## src/rtl/alu_pkg.sv

```systemverilog
// rtl/alu_pkg.sv - op encoding, flag bit positions and FSM states for alu_seq
package alu_pkg;

   typedef enum logic [3:0] {
      OP_AND  = 4'd0,
      OP_OR   = 4'd1,
      OP_XOR  = 4'd2,
      OP_NOT  = 4'd3,
      OP_ADD  = 4'd4,
      OP_ADDC = 4'd5,
      OP_SUB  = 4'd6,
      OP_CMP  = 4'd7,
      OP_MOV  = 4'd8,
      OP_LSH  = 4'd9,
      OP_RSH  = 4'd10,
      OP_ARSH = 4'd11,
      OP_MUL  = 4'd12
   } op_e;

   typedef enum logic {
      S_IDLE = 1'b0,
      S_BUSY = 1'b1
   } state_e;

   localparam int FLAG_L = 0;
   localparam int FLAG_N = 1;
   localparam int FLAG_F = 2;
   localparam int FLAG_C = 3;
   localparam int FLAG_Z = 4;

endpackage

```

## src/rtl/alu_iter.sv

```systemverilog
// rtl/alu_iter.sv - bit-serial shifter and shift-add multiplier (multiplier only with ALU_MUL_EN)
module alu_iter
   import alu_pkg::*;
#(
   parameter int WIDTH = 16,
   parameter int SHW   = $clog2(WIDTH)
) (
   input  logic             clk,
   input  logic             reset,
   input  logic             i_load,
   input  logic [3:0]       i_op,
   input  logic [WIDTH-1:0] i_a,
   input  logic [SHW-1:0]   i_amt,
`ifdef ALU_MUL_EN
   input  logic [WIDTH-1:0] i_mplier,
`endif
   output logic             o_last,
   output logic             o_is_mul,
   output logic [WIDTH-1:0] o_result,
   output logic             o_hi_nz
);

   // One extra counter bit so a WIDTH-step multiply fits alongside shift amounts.
   localparam int CW = SHW + 1;

   logic [CW-1:0]    r_cnt;
   logic [3:0]       r_op;
   logic [WIDTH-1:0] r_val;
   logic [WIDTH-1:0] w_val_nx;

   always_comb begin
      case (r_op)
         OP_LSH:  w_val_nx = r_val << 1;
         OP_RSH:  w_val_nx = r_val >> 1;
         default: w_val_nx = {r_val[WIDTH-1], r_val[WIDTH-1:1]};
      endcase
   end

`ifdef ALU_MUL_EN
   logic [2*WIDTH-1:0] r_prod;
   logic [2*WIDTH-1:0] r_mcand;
   logic [WIDTH-1:0]   r_mplier;
   logic [2*WIDTH-1:0] w_prod_nx;

   assign w_prod_nx = r_mplier[0] ? (r_prod + r_mcand) : r_prod;
   assign o_is_mul  = (r_op == OP_MUL);
   assign o_result  = o_is_mul ? w_prod_nx[WIDTH-1:0] : w_val_nx;
   assign o_hi_nz   = o_is_mul && (w_prod_nx[2*WIDTH-1:WIDTH] != '0);

   always_ff @(posedge clk) begin
      if (reset) begin
         r_prod   <= '0;
         r_mcand  <= '0;
         r_mplier <= '0;
      end else if (i_load) begin
         r_prod   <= '0;
         r_mcand  <= {{WIDTH{1'b0}}, i_a};
         r_mplier <= i_mplier;
      end else if (r_cnt != '0) begin
         r_prod   <= w_prod_nx;
         r_mcand  <= r_mcand << 1;
         r_mplier <= r_mplier >> 1;
      end
   end
`else
   assign o_is_mul = 1'b0;
   assign o_result = w_val_nx;
   assign o_hi_nz  = 1'b0;
`endif

   // o_result is the value after the step in progress, so it is final when the count reaches one.
   assign o_last = (r_cnt == CW'(1));

   always_ff @(posedge clk) begin
      if (reset) begin
         r_cnt <= '0;
         r_op  <= OP_LSH;
         r_val <= '0;
      end else if (i_load) begin
         r_op  <= i_op;
         r_val <= i_a;
`ifdef ALU_MUL_EN
         r_cnt <= (i_op == OP_MUL) ? CW'(WIDTH) : {1'b0, i_amt};
`else
         r_cnt <= {1'b0, i_amt};
`endif
      end else if (r_cnt != '0) begin
         r_cnt <= r_cnt - CW'(1);
         r_val <= w_val_nx;
      end
   end

endmodule

```

## src/rtl/alu_seq.sv

```systemverilog
// rtl/alu_seq.sv - sequential ALU: single-cycle ops inline, shifts/multiply via alu_iter (MUL with ALU_MUL_EN)
module alu_seq
   import alu_pkg::*;
#(
   parameter int WIDTH = 16,
   parameter int SHW   = $clog2(WIDTH)
) (
   input  logic             clk,
   input  logic             reset,
   input  logic             start,
   input  logic [3:0]       op,
   input  logic [WIDTH-1:0] a,
   input  logic [WIDTH-1:0] b,
   output logic             ready,
   output logic             done,
   output logic [WIDTH-1:0] result,
   output logic [4:0]       flags
);

   localparam int MSB = WIDTH - 1;

   state_e           r_state;
   logic             r_ready;
   logic             r_done;
   logic [WIDTH-1:0] r_result;
   logic [4:0]       r_flags;

   logic [WIDTH:0]   w_sum;
   logic [WIDTH-1:0] w_res;
   logic [4:0]       w_flg;
   logic             w_single;
   logic             w_multi;
   logic             w_zn;
   logic             w_accept;
   logic             w_load;

   logic             w_it_last;
   logic             w_it_mul;
   logic             w_it_hi_nz;
   logic [WIDTH-1:0] w_it_res;
   logic [4:0]       w_it_flg;

   assign w_accept = start && (r_state == S_IDLE);
   assign w_load   = w_accept && w_multi;

   always_comb begin
      w_sum    = '0;
      w_res    = r_result;
      w_flg    = '0;
      w_single = 1'b1;
      w_multi  = 1'b0;
      w_zn     = 1'b1;
      case (op)
         OP_AND:  w_res = a & b;
         OP_OR:   w_res = a | b;
         OP_XOR:  w_res = a ^ b;
         OP_NOT:  w_res = ~a;
         OP_MOV:  w_res = a;
         OP_ADD, OP_ADDC: begin
            w_sum = {1'b0, a} + {1'b0, b}
                  + {{WIDTH{1'b0}}, (op == OP_ADDC) & r_flags[FLAG_C]};
            w_res = w_sum[MSB:0];
            w_flg[FLAG_C] = w_sum[WIDTH];
            w_flg[FLAG_F] = (a[MSB] == b[MSB]) && (w_res[MSB] != a[MSB]);
         end
         OP_SUB: begin
            // Bit WIDTH of the widened difference is the borrow.
            w_sum = {1'b0, a} - {1'b0, b};
            w_res = w_sum[MSB:0];
            w_flg[FLAG_C] = w_sum[WIDTH];
            w_flg[FLAG_F] = (a[MSB] != b[MSB]) && (w_res[MSB] != a[MSB]);
         end
         OP_CMP: begin
            w_zn          = 1'b0;
            w_flg[FLAG_Z] = (a == b);
            w_flg[FLAG_N] = $signed(a) < $signed(b);
            w_flg[FLAG_L] = (a < b);
         end
         OP_LSH, OP_RSH, OP_ARSH: begin
            if (b[SHW-1:0] != '0) begin
               w_single = 1'b0;
               w_multi  = 1'b1;
            end else begin
               w_res = a;
            end
         end
`ifdef ALU_MUL_EN
         OP_MUL: begin
            w_single = 1'b0;
            w_multi  = 1'b1;
         end
`endif
         default: w_single = 1'b0;
      endcase
      if (w_zn) begin
         w_flg[FLAG_Z] = (w_res == '0);
         w_flg[FLAG_N] = w_res[MSB];
      end
   end

   alu_iter #(
      .WIDTH (WIDTH),
      .SHW   (SHW)
   ) u_iter (
      .clk      (clk),
      .reset    (reset),
      .i_load   (w_load),
      .i_op     (op),
      .i_a      (a),
      .i_amt    (b[SHW-1:0]),
`ifdef ALU_MUL_EN
      .i_mplier (b),
`endif
      .o_last   (w_it_last),
      .o_is_mul (w_it_mul),
      .o_result (w_it_res),
      .o_hi_nz  (w_it_hi_nz)
   );

   always_comb begin
      w_it_flg = '0;
      w_it_flg[FLAG_Z] = (w_it_res == '0);
      if (w_it_mul) begin
         w_it_flg[FLAG_C] = w_it_hi_nz;
      end else begin
         w_it_flg[FLAG_N] = w_it_res[MSB];
      end
   end

   always_ff @(posedge clk) begin
      if (reset) begin
         r_state  <= S_IDLE;
         r_ready  <= 1'b1;
         r_done   <= 1'b0;
         r_result <= '0;
         r_flags  <= '0;
      end else begin
         r_done <= 1'b0;
         case (r_state)
            S_IDLE: begin
               if (w_accept && w_single) begin
                  r_result <= w_res;
                  r_flags  <= w_flg;
                  r_done   <= 1'b1;
               end else if (w_load) begin
                  r_state <= S_BUSY;
                  r_ready <= 1'b0;
               end
            end
            S_BUSY: begin
               if (w_it_last) begin
                  r_result <= w_it_res;
                  r_flags  <= w_it_flg;
                  r_done   <= 1'b1;
                  r_state  <= S_IDLE;
                  r_ready  <= 1'b1;
               end
            end
            default: begin
               r_state <= S_IDLE;
               r_ready <= 1'b1;
            end
         endcase
      end
   end

   assign ready  = r_ready;
   assign done   = r_done;
   assign result = r_result;
   assign flags  = r_flags;

endmodule

```

## config.mk

```make
export PLATFORM = sky130hd
export DESIGN_NAME = alu_seq
export DESIGN_NICKNAME = d
export VERILOG_FILES = /design/src/rtl/alu_pkg.sv /design/src/rtl/alu_iter.sv /design/src/rtl/alu_seq.sv
export SDC_FILE = /design/constraint.sdc
export NUM_CORES = 1
export LEC_CHECK = 0
export BUFFER_PORTS_ARGS = -buffer_cell sky130_fd_sc_hd__buf_4
export CORE_ASPECT_RATIO = 0.75
export CORE_MARGIN = 2
export CORE_UTILIZATION = 59
export CTS_BUF_LIST = sky130_fd_sc_hd__clkbuf_8
export DETAILED_ROUTE_END_ITERATION = 12
export PLACE_DENSITY = 0.83
export SLEW_MARGIN = 20
export SYNTH_ARGS = -nofsm -noshare
export SYNTH_HDL_FRONTEND = slang
export SYNTH_SLANG_ARGS = --single-unit
```

## constraint.sdc

```tcl
create_clock -name clk -period 9.2 [get_ports clk]
set_clock_uncertainty 0.15 [all_clocks]
set_input_delay 0 -clock clk [delete_from_list [all_inputs] [get_ports clk]]
set_output_delay 0 -clock clk [all_outputs]
set_load 0.1 [all_outputs]
```

==> tab_implementation.tex <==
\begin{tabular}{lr}
\hline
Metric & Value \\
\hline
\multicolumn{2}{l}{\textbf{Routing}} \\
\quad Initial DRT Pass Iterations & 7 \\
\quad Detailed-route wire length per cell & 21.3 um \\
\quad Detailed Route WL & 21200 um \\
\quad DRT antenna net count & 0 \\
\quad Via/cell ratio & roughly 6.9 \\
\quad Post-detailed-route DRC marker count & 0 \\
\quad Vias after detailed routing & between 6000 and 7000 \\
\quad Number of design-rule violations left by the first detailed-router iteration & around 1100 \\
\multicolumn{2}{l}{\textbf{Finish}} \\
\quad Net count reported at finish & $\sim$960 \\
\quad Antenna diode count & 0 \\
\quad Count of fill cells added during filler insertion & roughly 840 \\
\quad Layout-stage area growth over the synthesis result & 14.8\% \\
\quad Post-Layout Inst Area & 6650 um\^{}2 \\
\quad Share of post-route cells with drive strength above 1 & a little under an eighth \\
\multicolumn{2}{l}{\textbf{Timing}} \\
\quad Share of the clock period used by the worst path & 41.5\% \\
\quad Setup repair after global routing missed its margin & no \\
\quad Worst slew slack as a fraction of its limit & a little under two fifths \\
\quad Number of max-slew violations in the final report & 0 \\
\quad Period minus WS final & 3.82 ns \\
\quad Slew of the pin with the lowest slew margin & around 0.95 ns \\
\quad Max Clk Rate & between 200 and 300 MHz \\
\quad Hold violation count in the final report & 0 \\
\quad Setup Total Neg Slack & 0 ns \\
\quad Number of setup violations in the final report & 0 \\
\multicolumn{2}{l}{\textbf{Global route}} \\
\quad Initial antenna violation count & 0 \\
\quad Gr ovfl total & 0 \\
\quad Grt met1 use & 55.4\% \\
\quad Global-route wire length before repair & approximately 34000 um \\
\quad Met3 Usage GRT & 7.36\% \\
\quad Via count of the first global-routing pass & 6255 \\
\quad M2 GR Usage & 60.9\% \\
\quad Global router's overall resource usage & around two fifths \\
\quad Largest net degree at the start of global routing & 52 \\
\quad Most used routing layer & met2 \\
\multicolumn{2}{l}{\textbf{Setup path}} \\
\quad Cell chain of the critical path & dlygate4sd3\_1 > buf\_4 > inv\_1 > ha\_1 > nor2\_1 > o311ai\_1 > a21oi\_1 > a221oi\_1 > a211o\_1 > a21oi\_1 > o31a\_2 > a2111oi\_2 > o2bb2ai\_1 \\
\quad Sort of element at the end of the critical path & flop \\
\quad Delay of the slowest cell on the worst path & $\sim$0.88 ns \\
\quad Category of the critical setup timing path & input pin to flop \\
\quad Most prevalent standard cell on the critical path & a21oi\_1 \\
\quad Buf+Inv Stages, Crit Path & 3 \\
\quad Startpoint Class & input pin \\
\quad Req. time, crit path & 9.29 ns \\
\quad Category of cells accounting for the largest share of critical-path delay & compound AO/OA/AOI/OAI gates \\
\quad Endpoint arrival time on the critical path & 3.91 ns \\
\quad Max stage delay cell, worst path & a221oi\_1 \\
\quad Peak fanout along the critical path & 6 \\
\multicolumn{2}{l}{\textbf{Power and ir drop}} \\
\quad Cell area power density & between 150 and 200 nW/um\^{}2 \\
\quad Lkg Pwr & about 2.9 nW \\
\quad Worst vdd rail ir drop & 0.180 mV \\
\multicolumn{2}{l}{\textbf{Clock tree}} \\
\quad Clock tree from TritonCTS & yes \\
\quad Post-CTS setup repair buffer count & 0 \\
\quad Maximum level of the CTS H-tree & 2 \\
\quad Count of hold-fix buffers inserted at cts & 27 \\
\quad Buffers from clock root to sink, at most & 2 \\
\quad Number of CTS-inserted buffers & 5 \\
\quad Clock Pin Slew Worst Setup and Hold Paths & 0.10 ns \\
\quad CTS Root Buffer Type & clkbuf\_8 \\
\quad Total clock sinks & 49 \\
\quad PostCTS Resize Cnt & 0 \\
\quad Clock latency on the worst-skew pair & between 0.3 and 0.4 ns \\
\multicolumn{2}{l}{\textbf{Floorplan}} \\
\quad I/O Pins & 62 \\
\quad Die width & 118 um \\
\quad Row count & 31 \\
\quad Die span in y & 89.8 um \\
\quad Initial cell density of the core & between 60\% and 70\% \\
\quad Area of the die & 10600 um\^{}2 \\
\quad Core outline area & 9620 um\^{}2 \\
\multicolumn{2}{l}{\textbf{Synth}} \\
\quad Unique cell type count in the Yosys netlist & $\sim$80 \\
\quad Mapped Avg Cell Area & 7.08 um\^{}2 \\
\quad Proportion of register bits with asynchronous set or reset after synthesis & 0\% \\
\quad Count of flip-flops with a built-in enable after synthesis & 0 \\
\quad Syn nets & 910 \\
\quad Synth warnings & 0 \\
\quad Flip-flop and latch count after synthesis & 49 \\
\quad Post-synthesis cell count & 818 \\
\quad Netlist area before placement & 5790 um\^{}2 \\
\quad Ys flop type & dfxtp\_1 \\
\quad Post-synthesis sequential area ratio & between 10\% and 20\% \\
\multicolumn{2}{l}{\textbf{Placement}} \\
\quad Placer's final routability congestion estimate & 1.04 \\
\quad Port bufs & between 60 and 70 \\
\quad Detailed Place HPWL & $\sim$16000 um \\
\quad Placed cell area & approximately 6300 um\^{}2 \\
\multicolumn{2}{l}{\textbf{Hold path}} \\
\quad Type of the most critical hold path & input pin to flop \\
\multicolumn{2}{l}{\textbf{Status}} \\
\quad Result of the run & finished clean \\
\multicolumn{2}{l}{\textbf{Flow run}} \\
\quad Max-cap violation count & 0 \\
\hline
\end{tabular}
==> cell families after synthesis <==
kind of cell	synth area share (%)
simple gates	24.3
compound gates	32.5
buf+inv	7.39
fa+ha+maj	11.8
flops	16.9
mux	6.03
xor+xnor	1.06
==> placed cells by master (no fill, tap or decap), drive strengths merged, types with 6 or more instances in the layout <==
cell / count
nand3: 17
buf: 68
a31oi: 14
a211o: 10
a21oi: 78
o31ai: 8
o21ai: 30
nand2: 67
nor4: 7
o21a: 8
nor3: 27
clkbuf: 6
o21bai: 6
o22ai: 11
or3: 12
nand2b: 8
a221oi: 6
a211oi: 37
or2: 6
ha: 50
nor2: 104
dlygate4sd3: 27
o211ai: 6
mux2i: 27
nor2b: 14
a21o: 8
inv: 51
dfxtp: 49
and2: 7
==> final timing paths <==
path | startpoint | endpoint | slack (ns) | cells after the start
worst max-delay path | b[1] | flags[1] | 5.38 | 13
worst min-delay path | op[1] | u_iter.r_op[1] | 0.06 | 3
worst max register to register | flags[3] | flags[1] | 5.65 | 11
worst min register to register | u_iter.r_cnt[4] | u_iter.r_cnt[4] | 0.31 | 2
==> where the power goes <==
group	switching [mW]	internal, mW
Sequential	0.0653	0.263
Combinational	0.397	0.245
Clock	0.0756	0.0877
Total	0.538	0.596
==> through the flow <==
stage	instances	setup WS (ns)	hold slack (ns)	utilization, %	total power, mW
floorplan	818	5.45	-0.0477	-	0.772
detailed placement	961	5.57	0.140	65.0	0.923
global route	996	5.24	0.0524	69.1	1.20
CTS	996	5.59	0.0339	69.1	1.11
global placement	961	5.62	0.127	65.0	0.903
finish	996	5.38	0.0595	69.1	1.13
==> worst reg2reg max path: stages, from the launching register on <==
cell and delay, ns:
dfxtp_1 0.44, nand3_1 0.12, fa_1 0.44, nand2b_1 0.18
a211o_1 0.29, a211oi_1 0.47, o22a_2 0.26, a41o_1 0.26
a21oi_1 0.12, o31a_2 0.31, a2111oi_2 0.28, o2bb2ai_1 0.16
==> sequential cells by signal (all words and copies together) (netlist names) <==
signal and flops:
result 16, flags 5, u_iter.r_op 4, u_iter.r_cnt 5, ready 1, u_iter.r_val 16, done 1, r_state 1
==> final cells by class <==
class	count	area (um^2)	area share, %
inverter	51	191	2.88
clock buffer	6	82.6	1.24
sequential	49	981	14.8
timing repair buffer	95	781	11.7
multi-input combinational	661	4410	66.4
clock inverter	2	33.8	0.508
tap	132	165	2.48
==> cell usage after synthesis (6+ instances only) <==
| library cell | count | area [um^2] |
|---|---|---|
| nor2_1 | 104 | 390 |
| a21oi_1 | 76 | 380 |
| nand2_1 | 67 | 251 |
| ha_1 | 50 | 626 |
| inv_1 | 50 | 188 |
| dfxtp_1 | 49 | 981 |
| clkbuf_1 | 47 | 176 |
| a211oi_1 | 37 | 278 |
| mux2i_1 | 27 | 270 |
| nor3_1 | 27 | 135 |
| o21ai_0 | 27 | 135 |
| nand3_1 | 17 | 85.1 |
| a31oi_1 | 14 | 87.6 |
| nor2b_1 | 14 | 87.6 |
| or3_1 | 12 | 75.1 |
| o22ai_1 | 11 | 68.8 |
| a211o_1 | 10 | 87.6 |
| a21o_1 | 8 | 60.1 |
| nand2b_1 | 8 | 50.1 |
| o21a_1 | 8 | 60.1 |
| o31ai_1 | 8 | 60.1 |
| and2_1 | 7 | 43.8 |
| nor4_1 | 7 | 43.8 |
| a221oi_1 | 6 | 52.6 |
| buf_2 | 6 | 30.0 |
| o211ai_1 | 6 | 45.0 |
| o21bai_1 | 6 | 45.0 |
| or2_2 | 6 | 37.5 |
==> layer usage <==
| metal | vias to the layer above | wire, um |
|---|---|---|
| li1 | 3088 | - |
| met1 | 3200 | 8930 |
| met2 | 527 | 9230 |
| met3 | 59 | 2460 |
| met4 | 0 | 608 |
| met5 | - | 0 |
(Power assumes the default switching activity.)
